`src/rtl/key_cmd_pkg.sv`:
```
// Shared encodings for the keyboard-to-command scheduler: command codes,
// PS/2 scan codes, decoder states and the scan-code lookup.
package key_cmd_pkg;

  localparam logic [2:0] CMD_NONE      = 3'd0;
  localparam logic [2:0] CMD_LEFT      = 3'd1;
  localparam logic [2:0] CMD_RIGHT     = 3'd2;
  localparam logic [2:0] CMD_ROTATE    = 3'd3;
  localparam logic [2:0] CMD_SOFT_DROP = 3'd4;
  localparam logic [2:0] CMD_HARD_DROP = 3'd5;

  localparam logic [7:0] SC_E0    = 8'hE0;
  localparam logic [7:0] SC_F0    = 8'hF0;
  localparam logic [7:0] SC_LEFT  = 8'h6B;
  localparam logic [7:0] SC_RIGHT = 8'h74;
  localparam logic [7:0] SC_UP    = 8'h75;
  localparam logic [7:0] SC_DOWN  = 8'h72;
  localparam logic [7:0] SC_SPACE = 8'h29;

  typedef enum logic [1:0] {IDLE, EXT, BRK, EXT_BRK} dec_state_t;

  // Arrows only count when E0-prefixed; space only counts unprefixed.
  function automatic logic [2:0] scan_to_cmd(input logic [7:0] code, input logic ext);
    logic [2:0] c;
    c = CMD_NONE;
    if (ext) begin
      case (code)
        SC_LEFT:  c = CMD_LEFT;
        SC_RIGHT: c = CMD_RIGHT;
        SC_UP:    c = CMD_ROTATE;
        SC_DOWN:  c = CMD_SOFT_DROP;
        default:  c = CMD_NONE;
      endcase
    end else if (code == SC_SPACE) begin
      c = CMD_HARD_DROP;
    end
    return c;
  endfunction

  function automatic logic is_repeatable(input logic [2:0] c);
    return (c == CMD_LEFT) || (c == CMD_RIGHT) || (c == CMD_SOFT_DROP);
  endfunction

endpackage

```
`src/rtl/cmd_fifo.sv`:
```
// Small command queue with a registered head word and registered empty flag.
module cmd_fifo #(
  parameter int DEPTH = 4,
  parameter int WIDTH = 3
) (
  input  logic             clock,
  input  logic             reset,
  input  logic             push,
  input  logic [WIDTH-1:0] push_data,
  input  logic             pop,
  output logic [WIDTH-1:0] head,
  output logic             full,
  output logic             empty
);

  localparam int AW = $clog2(DEPTH);

  logic [AW:0]      wr_ptr, rd_ptr, wr_next, rd_next;
  logic [WIDTH-1:0] mem [DEPTH];
  logic [WIDTH-1:0] head_next;
  logic             pop_acc, push_acc;

  assign full     = (wr_ptr[AW] != rd_ptr[AW]) && (wr_ptr[AW-1:0] == rd_ptr[AW-1:0]);
  assign pop_acc  = pop && !empty;
  assign push_acc = push && (!full || pop_acc);
  assign wr_next  = wr_ptr + {{AW{1'b0}}, push_acc};
  assign rd_next  = rd_ptr + {{AW{1'b0}}, pop_acc};

  // A word written this cycle into the slot that becomes head must bypass mem.
  always_comb begin
    head_next = '0;
    if (wr_next != rd_next) begin
      if (push_acc && (wr_ptr[AW-1:0] == rd_next[AW-1:0]))
        head_next = push_data;
      else
        head_next = mem[rd_next[AW-1:0]];
    end
  end

  always_ff @(posedge clock) begin
    if (push_acc)
      mem[wr_ptr[AW-1:0]] <= push_data;
  end

  always_ff @(posedge clock) begin
    if (reset) begin
      wr_ptr <= '0;
      rd_ptr <= '0;
      head   <= '0;
      empty  <= 1'b1;
    end else begin
      wr_ptr <= wr_next;
      rd_ptr <= rd_next;
      head   <= head_next;
      empty  <= (wr_next == rd_next);
    end
  end

endmodule

```
`src/rtl/key_cmd_scheduler.sv`:
```
// Decodes PS/2 make/break sequences into Tetris commands, tracks held keys,
// generates auto-repeat and queues everything for a valid/ready consumer.
module key_cmd_scheduler
  import key_cmd_pkg::*;
#(
  parameter int REPEAT_DELAY = 25_000_000,
  parameter int REPEAT_RATE  = 5_000_000,
  parameter int FIFO_DEPTH   = 4
) (
  input  logic       clock,
  input  logic       reset,
  input  logic       key_en,
  input  logic [7:0] key_in,
  output logic       cmd_valid,
  output logic [2:0] cmd,
  input  logic       cmd_ready,
  output logic [4:0] held,
  output logic       overflow
);

  localparam int CNT_MAX = (REPEAT_DELAY > REPEAT_RATE) ? REPEAT_DELAY : REPEAT_RATE;
  localparam int CW      = $clog2(CNT_MAX);
  localparam logic [CW-1:0] DELAY_LOAD = CW'(REPEAT_DELAY - 1);
  localparam logic [CW-1:0] RATE_LOAD  = CW'(REPEAT_RATE - 1);

  dec_state_t    state;
  logic          dec_fire, is_ext, is_brk;
  logic [2:0]    key_cmd, rep_key, push_data;
  logic [4:0]    key_mask;
  logic [CW-1:0] cnt;
  logic          make_new, brk_held, rep_req, push, pop, fifo_full, fifo_empty;

  always_comb begin
    dec_fire = 1'b0;
    is_ext   = 1'b0;
    is_brk   = 1'b0;
    if (key_en) begin
      case (state)
        IDLE:    dec_fire = (key_in != SC_E0) && (key_in != SC_F0);
        EXT: begin
          dec_fire = (key_in != SC_F0);
          is_ext   = 1'b1;
        end
        BRK: begin
          dec_fire = 1'b1;
          is_brk   = 1'b1;
        end
        default: begin
          dec_fire = 1'b1;
          is_ext   = 1'b1;
          is_brk   = 1'b1;
        end
      endcase
    end
  end

  assign key_cmd  = scan_to_cmd(key_in, is_ext);
  assign key_mask = (key_cmd == CMD_NONE) ? 5'b0 : (5'b1 << (key_cmd - 3'd1));
  assign make_new = dec_fire && !is_brk && (key_cmd != CMD_NONE) && ((held & key_mask) == 5'b0);
  assign brk_held = dec_fire && is_brk && (key_cmd != CMD_NONE) && ((held & key_mask) != 5'b0);
  assign rep_req  = (rep_key != CMD_NONE) && (cnt == '0);

  // A fresh press wins the single push slot; the repeat waits one cycle.
  assign push      = make_new || rep_req;
  assign push_data = make_new ? key_cmd : rep_key;
  assign cmd_valid = !fifo_empty;
  assign pop       = cmd_valid && cmd_ready;

  always_ff @(posedge clock) begin
    if (reset) begin
      state    <= IDLE;
      held     <= '0;
      rep_key  <= CMD_NONE;
      cnt      <= '0;
      overflow <= 1'b0;
    end else begin
      if (key_en) begin
        case (state)
          IDLE: begin
            if (key_in == SC_E0)      state <= EXT;
            else if (key_in == SC_F0) state <= BRK;
          end
          EXT:     state <= (key_in == SC_F0) ? EXT_BRK : IDLE;
          default: state <= IDLE;
        endcase
      end

      if (rep_key != CMD_NONE) begin
        if (cnt != '0)     cnt <= cnt - CW'(1);
        else if (!make_new) cnt <= RATE_LOAD;
      end

      if (make_new) begin
        held <= held | key_mask;
        if (is_repeatable(key_cmd)) begin
          rep_key <= key_cmd;
          cnt     <= DELAY_LOAD;
        end
      end

      if (brk_held) begin
        held <= held & ~key_mask;
        if (key_cmd == rep_key) begin
          rep_key <= CMD_NONE;
          cnt     <= '0;
        end
      end

      if (push && fifo_full && !pop)
        overflow <= 1'b1;
    end
  end

  cmd_fifo #(
    .DEPTH(FIFO_DEPTH),
    .WIDTH(3)
  ) u_fifo (
    .clock    (clock),
    .reset    (reset),
    .push     (push),
    .push_data(push_data),
    .pop      (pop),
    .head     (cmd),
    .full     (fifo_full),
    .empty    (fifo_empty)
  );

endmodule
```
`config.mk`:
```
export PLATFORM = sky130hd
export DESIGN_NAME = key_cmd_scheduler
export DESIGN_NICKNAME = d
export VERILOG_FILES = /design/src/rtl/key_cmd_pkg.sv /design/src/rtl/cmd_fifo.sv /design/src/rtl/key_cmd_scheduler.sv
export SDC_FILE = /design/constraint.sdc
export NUM_CORES = 1
export LEC_CHECK = 0
export ABC_AREA = 1
export BUFFER_PORTS_ARGS = -buffer_cell sky130_fd_sc_hd__buf_2
export CAP_MARGIN = 25
export CORE_UTILIZATION = 40
export DETAILED_ROUTE_END_ITERATION = 7
export PLACE_DENSITY = 0.64
export SLEW_MARGIN = 0
export SYNTH_ARGS = -nofsm -noshare
export SYNTH_HDL_FRONTEND = slang
export SYNTH_SLANG_ARGS = --single-unit
```
`constraint.sdc`:
```
create_clock -name clock -period 3.3 [get_ports clock]
set_input_delay 0.165 -clock clock [delete_from_list [all_inputs] [get_ports clock]]
set_output_delay 0.165 -clock clock [all_outputs]
set_load 0.02 [all_outputs]
```
Yosys cells after proc, flatten, opt, wreduce, memory -nomap -nowiden
Memory sizes are Yosys's and may differ from the RTL's. A register that Yosys moved wholly into a read port is not among the register bits.
Cells that the tools add are included.

word-level totals
  register bits after elaboration = 43
  bits in latches = 0
  RAM bits = 12
  ROM bits = 0
  input bits = 12
  output and inout port bits = 10
  word-level logic and storage cells = 104
  memories = 1

operators by class
  add/sub/neg operators = 4
  multiply operators = 0
  divide/modulo/power cells = 0
  magnitude comparators = 0
  eq/ne operators = 20
  shift-type cells = 1
  multiplexer cells = 30
  bitwise logic cells = 5
  reduce and logical (&&, ||, !) cells = 35

memory list
  name        depth  bits a word  read ports  clocked after memory_dff  write ports  RTL line        RTL
  u_fifo.mem  4      3            1           1                         1            cmd_fifo.sv:19  logic [WIDTH-1:0] mem [DEPTH];

operators by type and width
  cell                                                                   count
  25-bit 2-to-1 mux                                                      7
  8-bit by 7-bit equality test with 1-bit output, second input constant  4
  25-bit zero test                                                       1
  25-bit nonzero test                                                    1
  25-bit by 1-bit subtractor with 25-bit output, second input constant   1
  3-bit 2-to-1 mux                                                       7
  8-bit equality test, second input constant                             2
  8-bit inequality test, second input constant                           2
  5-bit 2-to-1 mux                                                       3
  1-bit logical AND                                                      14
  3-bit case mux with 4 select lines                                     1
  5-bit AND                                                              2
  8-bit by 6-bit equality test with 1-bit output, second input constant  1
  1-bit 2-to-1 mux                                                       7
  3-bit by 1-bit adder with 3-bit output                                 2
  3-bit equality test                                                    2
  2-bit 2-to-1 mux                                                       3
  3-bit nonzero test                                                     2
  2-bit OR reduction                                                     3
  5-bit zero test                                                        1
  5-bit NOT                                                              1
  5-bit bitwise OR                                                       1
  5-bit nonzero test                                                     1
  1-bit by 3-bit << shifter with 5-bit output, first input constant      1
  19 further kinds                                                       25

Logic depth before layout (Yosys ltp)
Gate-level depths: netlist of the first run.

  depth in word-level cells = 18
  gate-level depth with buffers = 29
  depth with buffers taken out = 29

Hierarchy
From an unflattened synthesis of the first run, not the netlist that was laid out.

unflattened totals
  cells, all modules = 554
  area, all modules = 3703.6 um2

modules (own cells, without submodules)
  module             instances  cells an instance  area each (um2)  seq. area each (um2)
  key_cmd_scheduler  1          446                2688.8           720.7
  cmd_fifo           1          108                1014.7           560.5

Least setup slack after synthesis of the first run
Ideal clock, no wire load.

  path type = reg-to-reg
  from = register state[0]
  to = register u_fifo.head[0] (read register of u_fifo.mem)
  library setup time = 64 ps
  data arrival time = 3085 ps
  data required time = 3236 ps
  slack = 151 ps
  cell stages (with the launch flop) = 25
  buffers on the path = 0
  period minus slack after synthesis = 3149 ps
  path through = dfxtp_1 -> nand2_2 -> inv_2 -> nand4_4 -> nand2_1 -> inv_1 -> ha_1 -> nand2_1 -> inv_1 -> nand3_2 -> nor2_1 -> nor2_2 -> nand3_4 -> nand2_4 -> nand2_1 -> inv_1 -> ha_1 -> ha_1 -> xor2_1 -> or2_2 -> nand3_1 -> nand2_1 -> inv_1 -> nand2_1 -> nor2_1

between the ends
  cells in the longest elaborated chain, start to end = 17
  elaborated cells on any way between the ends = 29
  classes of those cells = add/sub (2); eq/ne (3); shift (1); mux (8); bitwise (2); reduce/logical (13)

ends and longest elaborated chain
  item                                                           RTL line                 RTL
  start: declaration                                             key_cmd_scheduler.sv:26  dec_state_t state;
  start signal: assignment                                       key_cmd_scheduler.sv:83  EXT: state <= (key_in == SC_F0) ? EXT_BRK : IDLE;
  2-bit equality test / 2-bit zero test (equally long branches)  key_cmd_scheduler.sv:38  case (state)
  2-bit OR reduction (no source line)                            -
  1-bit 2-to-1 mux                                               key_cmd_scheduler.sv:38
  1-bit 2-to-1 mux                                               key_cmd_scheduler.sv:37  if (key_en) begin
  3-bit 2-to-1 mux                                               key_cmd_pkg.sv:26        if (ext) begin
  3-bit by 1-bit subtractor with 3-bit output                    key_cmd_scheduler.sv:58  assign key_mask = (key_cmd == CMD_NONE) ? 5'b0 : (5'b1 << (key_cmd - 3'd1));
  1-bit by 3-bit << shifter with 5-bit output                    key_cmd_scheduler.sv:58
  5-bit 2-to-1 mux                                               key_cmd_scheduler.sv:58
  5-bit AND                                                      key_cmd_scheduler.sv:59  assign make_new = dec_fire && !is_brk && (key_cmd != CMD_NONE) && ((held & key_mask) == 5'b0);
  5-bit zero test                                                key_cmd_scheduler.sv:59
  1-bit logical AND *                                            key_cmd_scheduler.sv:59
  1-bit logical OR *                                             key_cmd_scheduler.sv:64  assign push = make_new || rep_req;
  1-bit logical AND *                                            cmd_fifo.sv:25           assign push_acc = push && (!full || pop_acc);
  3-bit by 1-bit adder with 3-bit output *                       cmd_fifo.sv:26           assign wr_next = wr_ptr + {{AW{1'b0}}, push_acc};
  3-bit inequality test *                                        cmd_fifo.sv:32           if (wr_next != rd_next) begin
  1-bit NOT (no source line) *                                   -
  2-bit OR reduction (no source line) *                          -
  end: declaration                                               cmd_fifo.sv:11           output logic [WIDTH-1:0] head,

Every way passes the cells marked *; elsewhere a longest branch is shown, timed or not.
A chain may end at the register's enable or synchronous reset.

Worst setup path in the final report of the first run
  from = register state[0]
  to = register u_fifo.head[1] (read register of u_fifo.mem)

The elaborated chain is that of the path after synthesis.

==> impl_metrics.env, run 1 <==
export IMPL_grt_pass1_wl_um=13800
export IMPL_dp_cells=627
export IMPL_period_needed_ps=3020
export IMPL_grtUsageTotal_pct=19.2
export IMPL_synth_simple_area_share_pct=36.2
export IMPL_synth_compound_area_share_pct=12.0
export IMPL_fin_ws_ps=283
export IMPL_worstPathRequired_ps=3570
export IMPL_htreeDepth=3
export IMPL_power_density_nw_per_um2=408
export IMPL_fin_nets=557
export IMPL_layout_cells_non_filler=648
export IMPL_place_congestion=0.933
export IMPL_drc_errors=0
export IMPL_rows=33
export IMPL_min_period_over_period_pct=91.4
export IMPL_avgRoutedWirePerCell_um=12.6
export IMPL_firstDrtPassIters=5
export IMPL_synth_cells=501
export IMPL_syn_num_nets=520
export IMPL_cts_buffers=9
export IMPL_hold_depth=2
export IMPL_port_buffers=21
export IMPL_syn_cell_area_um2=3500
export IMPL_setup_viol=0
export IMPL_crit_start="state[0]$_SDFFE_PP0P_"
export IMPL_p_leak_nw=1.96
export IMPL_timing_fmax_mhz=331
export IMPL_ys_types=35
export IMPL_mostFrequentLayoutCells="nand2_1 (96), nor2_1 (79), inv_1 (48), dfxtp_1 (45), a21oi_1 (32)"
export IMPL_path_clk_slew_ps=80
export IMPL_cts_sinks=58
export IMPL_via_per_inst=5.16
export IMPL_tritoncts="done"
export IMPL_drv_slew=0
export IMPL_ant_nets=0
export IMPL_initial_utilization_pct=42.0
export IMPL_min_from="reset"
export IMPL_r2r_cells=24
export IMPL_vias=3343
export IMPL_drt_iter0_markers=253
export IMPL_rsz0062_at_grt="no"
export IMPL_synth_fa_ha_area_share_pct=2.50
export IMPL_r2r_end="u_fifo.head[1]$_SDFF_PP0_"
export IMPL_cts_root_buf="clkbuf_8"
export IMPL_clock_path_buffers=2
export IMPL_n_antenna_cell=0
export IMPL_yosys_mux_area_fraction_pct=0
export IMPL_run_status="finished, final reports clean"
export IMPL_synthToLayoutAreaGrowth_pct=16.3
export IMPL_core_um2=8340
export IMPL_ios=22
export IMPL_preCtsSetupSlack_ps=51.5
export IMPL_crit_type="reg -> reg"
export IMPL_rrSetupSlack_ps=280
export IMPL_skew_ps=12.9
export IMPL_worst_setup_path_start_kind="register"
export IMPL_antenna_found_initial=0
export IMPL_synth_xor_area_share_pct=4.50
export IMPL_synth_seq_cells=58
export IMPL_drive_gt1_share_pct=18.0
export IMPL_worstPathArrival_ps=3280
export IMPL_syn_avg_cell_area_um2=7.00
export IMPL_yosysWarnings=0
export IMPL_n_fill_cell=843
export IMPL_tightestPinTransition_ps=495
export IMPL_final_setup_tns_ps=0
export IMPL_irDropWorstVdd_mv=0.216
export IMPL_yosysSeqAreaShare_pct=36.6
export IMPL_hold_violations=0
export IMPL_synth_top_family_by_area="simple AND/OR/NAND/NOR gates"
export IMPL_min_path_type="in -> reg"
export IMPL_finalPower_mw=1.66
export IMPL_dieArea_um2=9140
export IMPL_fp_dieW_um=95.6
export IMPL_post_dp_hpwl_um=5930
export IMPL_die_h_um=95.6
export IMPL_slew_headroom_pct=66.8
export IMPL_worstReg2RegStart="state[0]$_SDFFE_PP0P_"
export IMPL_grt_start_max_net_pins=28
export IMPL_clk_latency_ps=340
export IMPL_crit_path_end_kind="register"
export IMPL_cp_max_fo=5
export IMPL_hold_path_end="u_fifo.wr_ptr[2]$_SDFF_PP0_"
export IMPL_drt_wl_total_um=8160
export IMPL_post_route_util_pct=48.9
export IMPL_first_global_vias=3018
export IMPL_final_common_cell="nand2_1"
export IMPL_overflow=0
export IMPL_drv_cap=0
-- flip-flops by register name, indices dropped and copies added (netlist names), named ones only --
register       flops
cnt               25
u_fifo.empty       1
state              2
overflow           1
u_fifo.rd_ptr      3
u_fifo.wr_ptr      3
u_fifo.head        3
rep_key            3
u_fifo.mem        12
-- report_power, final --
group	switching (mW)	internal, mW	total, mW	leakage (nW)
logic	0.126	0.0611	0.187	1.38
clock network	0.295	0.444	0.739	0.109
registers	0.00672	0.730	0.737	0.474
total	0.428	1.23	1.66	1.96
-- synthesized netlist by cell type, drive strengths merged --
cell / number / share of area, %
xor2: 15 / 3.7
a21oi: 32 / 4.6
nor3b: 1 / 0.21
clkbuf: 6 / 0.64
a32o: 4 / 1.1
a31oi: 3 / 0.54
nand3: 34 / 6.5
nor4: 2 / 0.36
xnor2: 3 / 0.75
or2: 1 / 0.18
clkinv: 5 / 0.57
o22ai: 2 / 0.36
buf: 3 / 0.79
ha: 7 / 2.5
inv: 58 / 6.2
nand4: 14 / 3.1
nand2: 109 / 13
edfxtp: 12 / 10
nor3: 17 / 2.6
nor2: 89 / 10
dfxtp: 46 / 26
o21ai: 38 / 5.4
-- per-layer routing --
metal,vias to the layer above,part of all wire (%),GRT usage (%)
met2,71,47,31.6
met4,0,0.96,5.97
met5,-,0,0
met3,8,3.6,3.59
met1,1545,49,25.3
li1,1719,-,-
-- stage by stage --
stage	cell area, µm²	hold WS (ps)
global route	4080	95.5
global placement	3760	431
finish	4080	84.5
floorplan	3500	268
detailed placement	3760	438
CTS	3980	70.0
-- worst max path at each step --
stage / to / slack [ps] / depth (start not counted)
5_1_grt: u_fifo.head[1]$_SDFF_PP0_ / 4 / 24
4_1_cts: u_fifo.head[1]$_SDFF_PP0_ / 50 / 25
6_report: u_fifo.head[1]$_SDFF_PP0_ / 280 / 24
3_3_place_gp: u_fifo.head[0]$_SDFF_PP0_ / 170 / 29
3_5_place_dp: u_fifo.head[1]$_SDFF_PP0_ / 50 / 29
2_1_floorplan: u_fifo.head[0]$_SDFF_PP0_ / 150 / 24
-- worst max-delay path, stage by stage, from the launching register on --
cell and delay, ps:
dfxtp_2 360, nand2_4 70, inv_4 80, nand4_1 100
nand2_2 100, inv_2 60, ha_4 270, nand2_1 60
inv_2 130, nand3_4 100, nor2_2 110, nor2_2 60
nand3_4 80, nand2_4 70, nand2_2 60, inv_1 40
ha_1 170, ha_1 190, xor2_1 160, or2_2 280
nand3_1 100, nand2_2 60, inv_2 70, nand2_1 50
nor2_1 90
-- kinds of logic (layout without fill, tap and decap cells) --
kind of cell / Yosys count / in the layout
fa+ha+maj: 7 / 7
compound gates: 79 / 79
buf+inv: 72 / 114
flops: 58 / 58
xor+xnor: 18 / 18
simple gates: 267 / 267
-- cell type report --
class	instances	area [µm²]	share of cell area, %
Clock buffer	11	141	3.47
Clock inverter	5	77.6	1.90
Inverter	63	240	5.89
Multi-Input combinational cell	371	1990	48.9
Sequential cell	58	1280	31.5
Tap cell	105	131	3.22
Timing Repair Buffer	35	210	5.16
-- what timing repair did --
action	CTS	global route
setup endpoints to repair	0	4
buffers inserted	0	5
hold buffers	0	0
gates resized for setup	0	16
No activity file was read; power rests on OpenSTA's default activity.
==> inputs of run 2 (changes only) <==
--- a/config.mk
+++ b/config.mk
@@ -10,8 +10,10 @@
 export CAP_MARGIN = 25
 export CORE_UTILIZATION = 40
 export DETAILED_ROUTE_END_ITERATION = 7
-export PLACE_DENSITY = 0.64
+export GPL_ROUTABILITY_DRIVEN = 0
+export PLACE_DENSITY = 0.63
 export SLEW_MARGIN = 0
 export SYNTH_ARGS = -nofsm -noshare
 export SYNTH_HDL_FRONTEND = slang
+export SYNTH_HIERARCHICAL = 1
 export SYNTH_SLANG_ARGS = --single-unit
==> run 2 against run 1 <==
Synthesized cell count is 11% higher. Die area is 5.6% higher. Cell area is 4.9% higher. Sequential share of layout area is 1.4 points lower. Clock skew hardly changed. Global-route usage is 0.45 points higher. Combinational power is 63% higher. Critical path depth is 1 higher. Non-clock buffer count is 2 higher. Count of clock-buffer cells in the layout is 2 lower. Setup slack worse by 34 ps. Critical endpoint is now u_fifo/head[1]$_SDFF_PP0_. Largest cell class unchanged. Largest power group is now sequential cells.
==> impl_metrics.env, run 2 <==
export IMPL_firstDrtPassIters=7
export IMPL_synth_top_area_cell="dfxtp_1"
export IMPL_synth_edff_count=12
export IMPL_switchingPower_mw=0.514
export IMPL_largest_reg_flops=25
export IMPL_combPwrFrac_pct=17.2
export IMPL_ys_async_sr_fraction_pct=0
export IMPL_tightestPinTransition_ps=668
export IMPL_initial_utilization_pct=41.9
export IMPL_hold_violations=0
export IMPL_min_period_over_period_pct=92.5
export IMPL_n_antenna_cell=0
export IMPL_synthFlopType="dfxtp_1"
export IMPL_cts_buffers=9
export IMPL_drv_cap=0
export IMPL_synthToLayoutAreaGrowth_pct=15.5
export IMPL_worst_setup_path_start_kind="register"
export IMPL_syn_avg_cell_area_um2=6.69
export IMPL_clk_latency_ps=340
export IMPL_preCtsSetupSlack_ps=18.2
export IMPL_cts_root_buf="clkbuf_8"
export IMPL_rows=34
export IMPL_final_setup_tns_ps=0
export IMPL_period_needed_ps=3050
export IMPL_n_fill_cell=918
export IMPL_timing_fmax_mhz=328
export IMPL_min_path_type="in -> reg"
export IMPL_cp_max_fo=5
export IMPL_core_um2=8850
export IMPL_synth_seq_cells=58
export IMPL_synth_cells=554
export IMPL_via_per_inst=5.26
export IMPL_yosysWarnings=6
export IMPL_mostFrequentLayoutCells="nor2_1 (107), nand2_1 (105), inv_1 (68), dfxtp_1 (45), nand3_1 (34)"
export IMPL_yosysSeqAreaShare_pct=34.6
export IMPL_power_density_nw_per_um2=414
export IMPL_antenna_found_initial=0
export IMPL_avgRoutedWirePerCell_um=12.7
export IMPL_crit_path_end_kind="register"
export IMPL_ant_nets=0
export IMPL_dieArea_um2=9650
export IMPL_irDropWorstVdd_mv=0.165
export IMPL_netSwitchingFraction_pct=29.1
export IMPL_drt_wl_total_um=8920
export IMPL_synth_common_cells="nor2_1 (112), nand2_1 (108), inv_1 (71)"
export IMPL_grt_pass1_wl_um=15500
export IMPL_r2r_cells=25
export IMPL_slew_headroom_pct=55.1
export IMPL_synth_area_leaders="dfxtp_1 (25%), nor2_1 (11%), nand2_1 (11%)"
export IMPL_skew_ps=12.9
export IMPL_tritoncts="done"
export IMPL_post_dp_hpwl_um=6520
export IMPL_post_route_util_pct=48.3
export IMPL_fp_dieW_um=98.2
export IMPL_run_status="finished, final reports clean"
export IMPL_ys_types=37
export IMPL_fin_ws_ps=249
export IMPL_seqPwrFrac_pct=41.9
export IMPL_cts_sinks=58
export IMPL_ios=22
export IMPL_worstPathRequired_ps=3580
export IMPL_synth_most_common_cell="nor2_1"
export IMPL_p_leak_nw=1.95
export IMPL_path_clk_slew_ps=80
export IMPL_vias=3695
export IMPL_final_common_cell="nor2_1"
export IMPL_pwr_share_clk_pct=40.9
export IMPL_htreeDepth=3
export IMPL_first_global_vias=3424
export IMPL_crit_type="reg -> reg"
export IMPL_yosysTopAreaCellShare_pct=24.9
export IMPL_hold_depth=2
export IMPL_overflow=0
export IMPL_die_h_um=98.2
export IMPL_drt_iter0_markers=211
export IMPL_internal_power_mw=1.25
export IMPL_drc_errors=0
export IMPL_finalPower_mw=1.77
export IMPL_grtUsageTotal_pct=19.6
export IMPL_setup_viol=0
export IMPL_drv_slew=0
export IMPL_clock_path_buffers=2
export IMPL_regMostFlops="cnt"
export IMPL_worstPathArrival_ps=3330
export IMPL_drive_gt1_share_pct=16.8
export IMPL_port_buffers=21
export IMPL_fin_nets=609
export IMPL_syn_cell_area_um2=3700
export IMPL_syn_num_nets=573
export IMPL_grt_start_max_net_pins=21
[run 2: cell count changes in the layout (fill, tap and decap cells not counted), moves of 7 or more]
cell,change
inv_1,+20
nand2_1,+9
nand3_1,+7
nand4_1,+11
nor2_1,+28
nor3_1,-7
o21ai_0,-13
[run 2: logic make-up after synthesis]
group	share of synthesized area, %
AO/OA/AOI/OAI	10.2
XOR/XNOR	3.55
adder cells (fa/ha/maj)	2.36
buffers and inverters	9.90
flip-flops	34.6
AND/OR/NAND/NOR	39.4
[run 2: repair_timing]
item                                    4_1_cts  5_1_grt
buffers inserted                              0        1
resized for setup                             0       14
hold buffers                                  0        0
endpoints found under the setup margin        0        4
[run 2: worst max-delay path, stage by stage (launching register included)]
cell and delay, ps:
dfxtp_4 360, nand2_4 100, inv_2 70, nand3_4 90, nand2_4 60, inv_2 70
nor2_2 40, ha_1 280, inv_1 50, nor2_2 130, buf_6 130, nand4_1 130
nor2_2 150, nor2_2 60, nand3_2 80, o21ai_2 70, nand2_2 70, inv_1 50
ha_2 180, ha_4 260, inv_1 50, o22ai_2 150, nor2_2 80, a21oi_4 150
nand2_1 70, nor2_1 70
[run 2: power by group through the flow]
| stage | combinational, mW | sequential (mW) | clock, mW |
|---|---|---|---|
| CTS | 0.298 | 0.740 | 0.740 |
| floorplan | 0.221 | 0.754 | 0 |
| global placement | 0.293 | 0.756 | 0 |
| finish | 0.304 | 0.741 | 0.724 |
| detailed placement | 0.297 | 0.756 | 0 |
| global route | 0.344 | 0.742 | 0.773 |
[run 2: worst paths after layout]
kind / start / end / slack (ps)
setup / recovery: state[0]$_SDFFE_PP0P_ / u_fifo/head[1]$_SDFF_PP0_ / 250
hold reg to reg: cnt[24]$_SDFF_PP0_ / cnt[24]$_SDFF_PP0_ / 470
setup reg to reg: state[0]$_SDFFE_PP0P_ / u_fifo/head[1]$_SDFF_PP0_ / 250
hold / removal: reset / u_fifo/rd_ptr[2]$_SDFF_PP0_ / 150
[run 2: per-layer routing]
layer	routed length, µm	part of all wire (%)	global-route usage (%)	vias to the layer above
met3	393	4.4	3.87	6
met5	0	0	0	-
li1	-	-	-	1879
met1	4370	49	26.3	1725
met2	4090	46	31.7	85
met4	67	0.75	6.77	0
[run 2: cell type report]
class | count | area [µm²] | share of cell area, %
multi-input combinational | 408 | 2120 | 49.6
tap | 108 | 135 | 3.16
clock inverter | 7 | 93.8 | 2.19
clock buffer | 9 | 124 | 2.90
timing repair buffer | 37 | 229 | 5.35
sequential | 58 | 1280 | 30.0
inverter | 76 | 290 | 6.79
[run 2: metrics by stage]
step | instance area, µm² | hold slack, ps | instances
after floorplan | 3720 | 237 | 554
after global placement | 4000 | 445 | 686
after detailed placement | 4000 | 462 | 686
after CTS | 4220 | 145 | 702
after global routing | 4280 | 161 | 703
final | 4280 | 149 | 703
==> inputs of run 3 (changes only) <==
--- a/config.mk
+++ b/config.mk
@@ -8,10 +8,10 @@
 export ABC_AREA = 1
 export BUFFER_PORTS_ARGS = -buffer_cell sky130_fd_sc_hd__buf_2
 export CAP_MARGIN = 25
-export CORE_UTILIZATION = 40
+export CORE_UTILIZATION = 33
 export DETAILED_ROUTE_END_ITERATION = 7
 export GPL_ROUTABILITY_DRIVEN = 0
-export PLACE_DENSITY = 0.63
+export PLACE_DENSITY = 0.55
 export SLEW_MARGIN = 0
 export SYNTH_ARGS = -nofsm -noshare
 export SYNTH_HDL_FRONTEND = slang
==> run 3 against run 2 <==
Via count fell by 0.16%. Combinational power up 2%. Core utilization fell by 9.0 points. Critical path depth unchanged. Setup slack got worse by 38 ps. Die area grew 21%. Worst hold slack worse by 11 ps. Sequential power hardly changed. Cell area is essentially flat. Final cell count rose by 4.7%. Count of clock-buffer cells in the layout up 3.
==> impl_metrics.env, run 3 (synthesis gave the netlist of run 2 again) <==
export IMPL_skew_ps=12.1
export IMPL_cts_root_buf="clkbuf_8"
export IMPL_min_period_over_period_pct=93.6
export IMPL_crit_type="reg -> reg"
export IMPL_worstPathArrival_ps=3360
export IMPL_htreeDepth=3
export IMPL_core_um2=10900
export IMPL_min_path_type="in -> reg"
export IMPL_final_setup_tns_ps=0
export IMPL_hold_violations=0
export IMPL_tightestPinTransition_ps=1030
export IMPL_drc_errors=0
export IMPL_drv_cap=0
export IMPL_rows=38
export IMPL_ios=22
export IMPL_hold_depth=2
export IMPL_synthToLayoutAreaGrowth_pct=15.5
export IMPL_clock_path_buffers=2
export IMPL_overflow=0
export IMPL_vias=3689
export IMPL_cp_max_fo=4
export IMPL_slew_headroom_pct=31.6
export IMPL_mostFrequentLayoutCells="nor2_1 (109), nand2_1 (105), inv_1 (66), dfxtp_1 (45), nand3_1 (34)"
export IMPL_r2r_cells=25
export IMPL_post_route_util_pct=39.3
export IMPL_cts_sinks=58
export IMPL_dpl_instance_area_um2=4040
export IMPL_n_fill_cell=1172
export IMPL_layout_cells_non_filler=736
export IMPL_n_antenna_cell=0
export IMPL_switchingPower_mw=0.499
export IMPL_finalPower_mw=1.60
export IMPL_die_h_um=108
export IMPL_fp_dieW_um=108
export IMPL_irDropWorstVdd_mv=0.157
export IMPL_dieArea_um2=11700
export IMPL_multi_input_area_um2=2140
export IMPL_slowest_delay_ps=390
export IMPL_netSwitchingFraction_pct=31.2
export IMPL_avgRoutedWirePerCell_um=12.9
export IMPL_seq_area_um2=1280
export IMPL_regMostFlops="cnt"
export IMPL_ant_nets=0
export IMPL_grt_pass1_wl_um=15600
export IMPL_pwr_share_clk_pct=34.1
export IMPL_path_clk_slew_ps=70
export IMPL_drt_iter0_markers=264
export IMPL_port_buffers=21
export IMPL_tritoncts="done"
export IMPL_cts_buffers=9
export IMPL_critical_path_slowest_cell="dfxtp_4"
export IMPL_combPwrFrac_pct=19.4
export IMPL_seqPwrFrac_pct=46.4
export IMPL_holdWs_ps=139
export IMPL_largest_reg_flops=25
export IMPL_fin_nets=610
export IMPL_p_leak_nw=1.92
export IMPL_dp_cells=718
export IMPL_fin_ws_ps=211
export IMPL_antenna_found_initial=0
export IMPL_post_dp_hpwl_um=6930
export IMPL_cp_common_cell="inv_2"
export IMPL_timing_fmax_mhz=324
export IMPL_setup_viol=0
export IMPL_power_density_nw_per_um2=374
export IMPL_crit_path_end_kind="register"
export IMPL_final_cell_area_um2=4280
export IMPL_internal_power_mw=1.10
export IMPL_drt_wl_total_um=9470
export IMPL_drv_slew=0
export IMPL_worst_setup_path_start_kind="register"
export IMPL_drive_gt1_share_pct=16.4
export IMPL_worstPathRequired_ps=3570
export IMPL_period_needed_ps=3090
export IMPL_via_per_inst=5.01
export IMPL_clk_latency_ps=340
export IMPL_final_common_cell="nor2_1"
export IMPL_grtUsageTotal_pct=17.1
export IMPL_holdBufCountCts=0
export IMPL_first_global_vias=3315
export IMPL_grt_start_max_net_pins=34
export IMPL_run_status="finished, final reports clean"
export IMPL_initial_utilization_pct=34.0
export IMPL_firstDrtPassIters=5
export IMPL_preCtsSetupSlack_ps=-38.8
-- run 3: cell count changes in the layout (fill, tap and decap cells not counted), sizes merged --
| cell | delta |
|---|---|
| clkbuf | +3 |
| bufinv | -2 |
| buf | +1 |
| clkinvlp | -1 |
-- run 3: area by class of cell --
class | count | area share, %
well taps | 140 | 4.09
inverters | 76 | 6.78
flip-flops and latches | 58 | 30.0
clock inverters | 4 | 0.439
repair buffers | 38 | 5.53
multi-input cells | 408 | 50.0
clock buffers | 12 | 3.16
-- run 3: critical path: cells and delay by family, from the launching register on --
family / cells / cell delay (ps)
simple gates: 14 / 1290
flops: 1 / 390
buf+inv: 5 / 300
compound gates: 3 / 370
fa+ha+maj: 3 / 690
-- run 3: power by group through the flow --
stage / sequential [mW] / clock (mW) / combinational, mW
final: 0.743 / 0.546 / 0.311
after global routing: 0.744 / 0.597 / 0.347
after CTS: 0.740 / 0.568 / 0.303
after detailed placement: 0.756 / 0 / 0.301
after global placement: 0.756 / 0 / 0.297
after floorplan: 0.754 / 0 / 0.221
-- run 3: routing by layer --
metal,global-route usage [%],part of all wire [%]
met5,0,0
met4,4.99,1.1
met3,3.44,4.5
met2,28.0,46
met1,22.6,48
-- run 3: path summary, 6_finish.rpt --
check / to / slack [ps] / startpoint
min: u_fifo/rd_ptr[2]$_SDFF_PP0_ / 140 / reset
max reg2reg: u_fifo/head[1]$_SDFF_PP0_ / 210 / state[0]$_SDFFE_PP0P_
min reg2reg: cnt[24]$_SDFF_PP0_ / 480 / cnt[24]$_SDFF_PP0_
max: u_fifo/head[1]$_SDFF_PP0_ / 210 / state[0]$_SDFFE_PP0P_
-- run 3: timing repair --
| action | CTS | global route |
|---|---|---|
| buffers inserted | 0 | 2 |
| gates resized for setup | 0 | 17 |
| endpoints found under the setup margin | 0 | 4 |
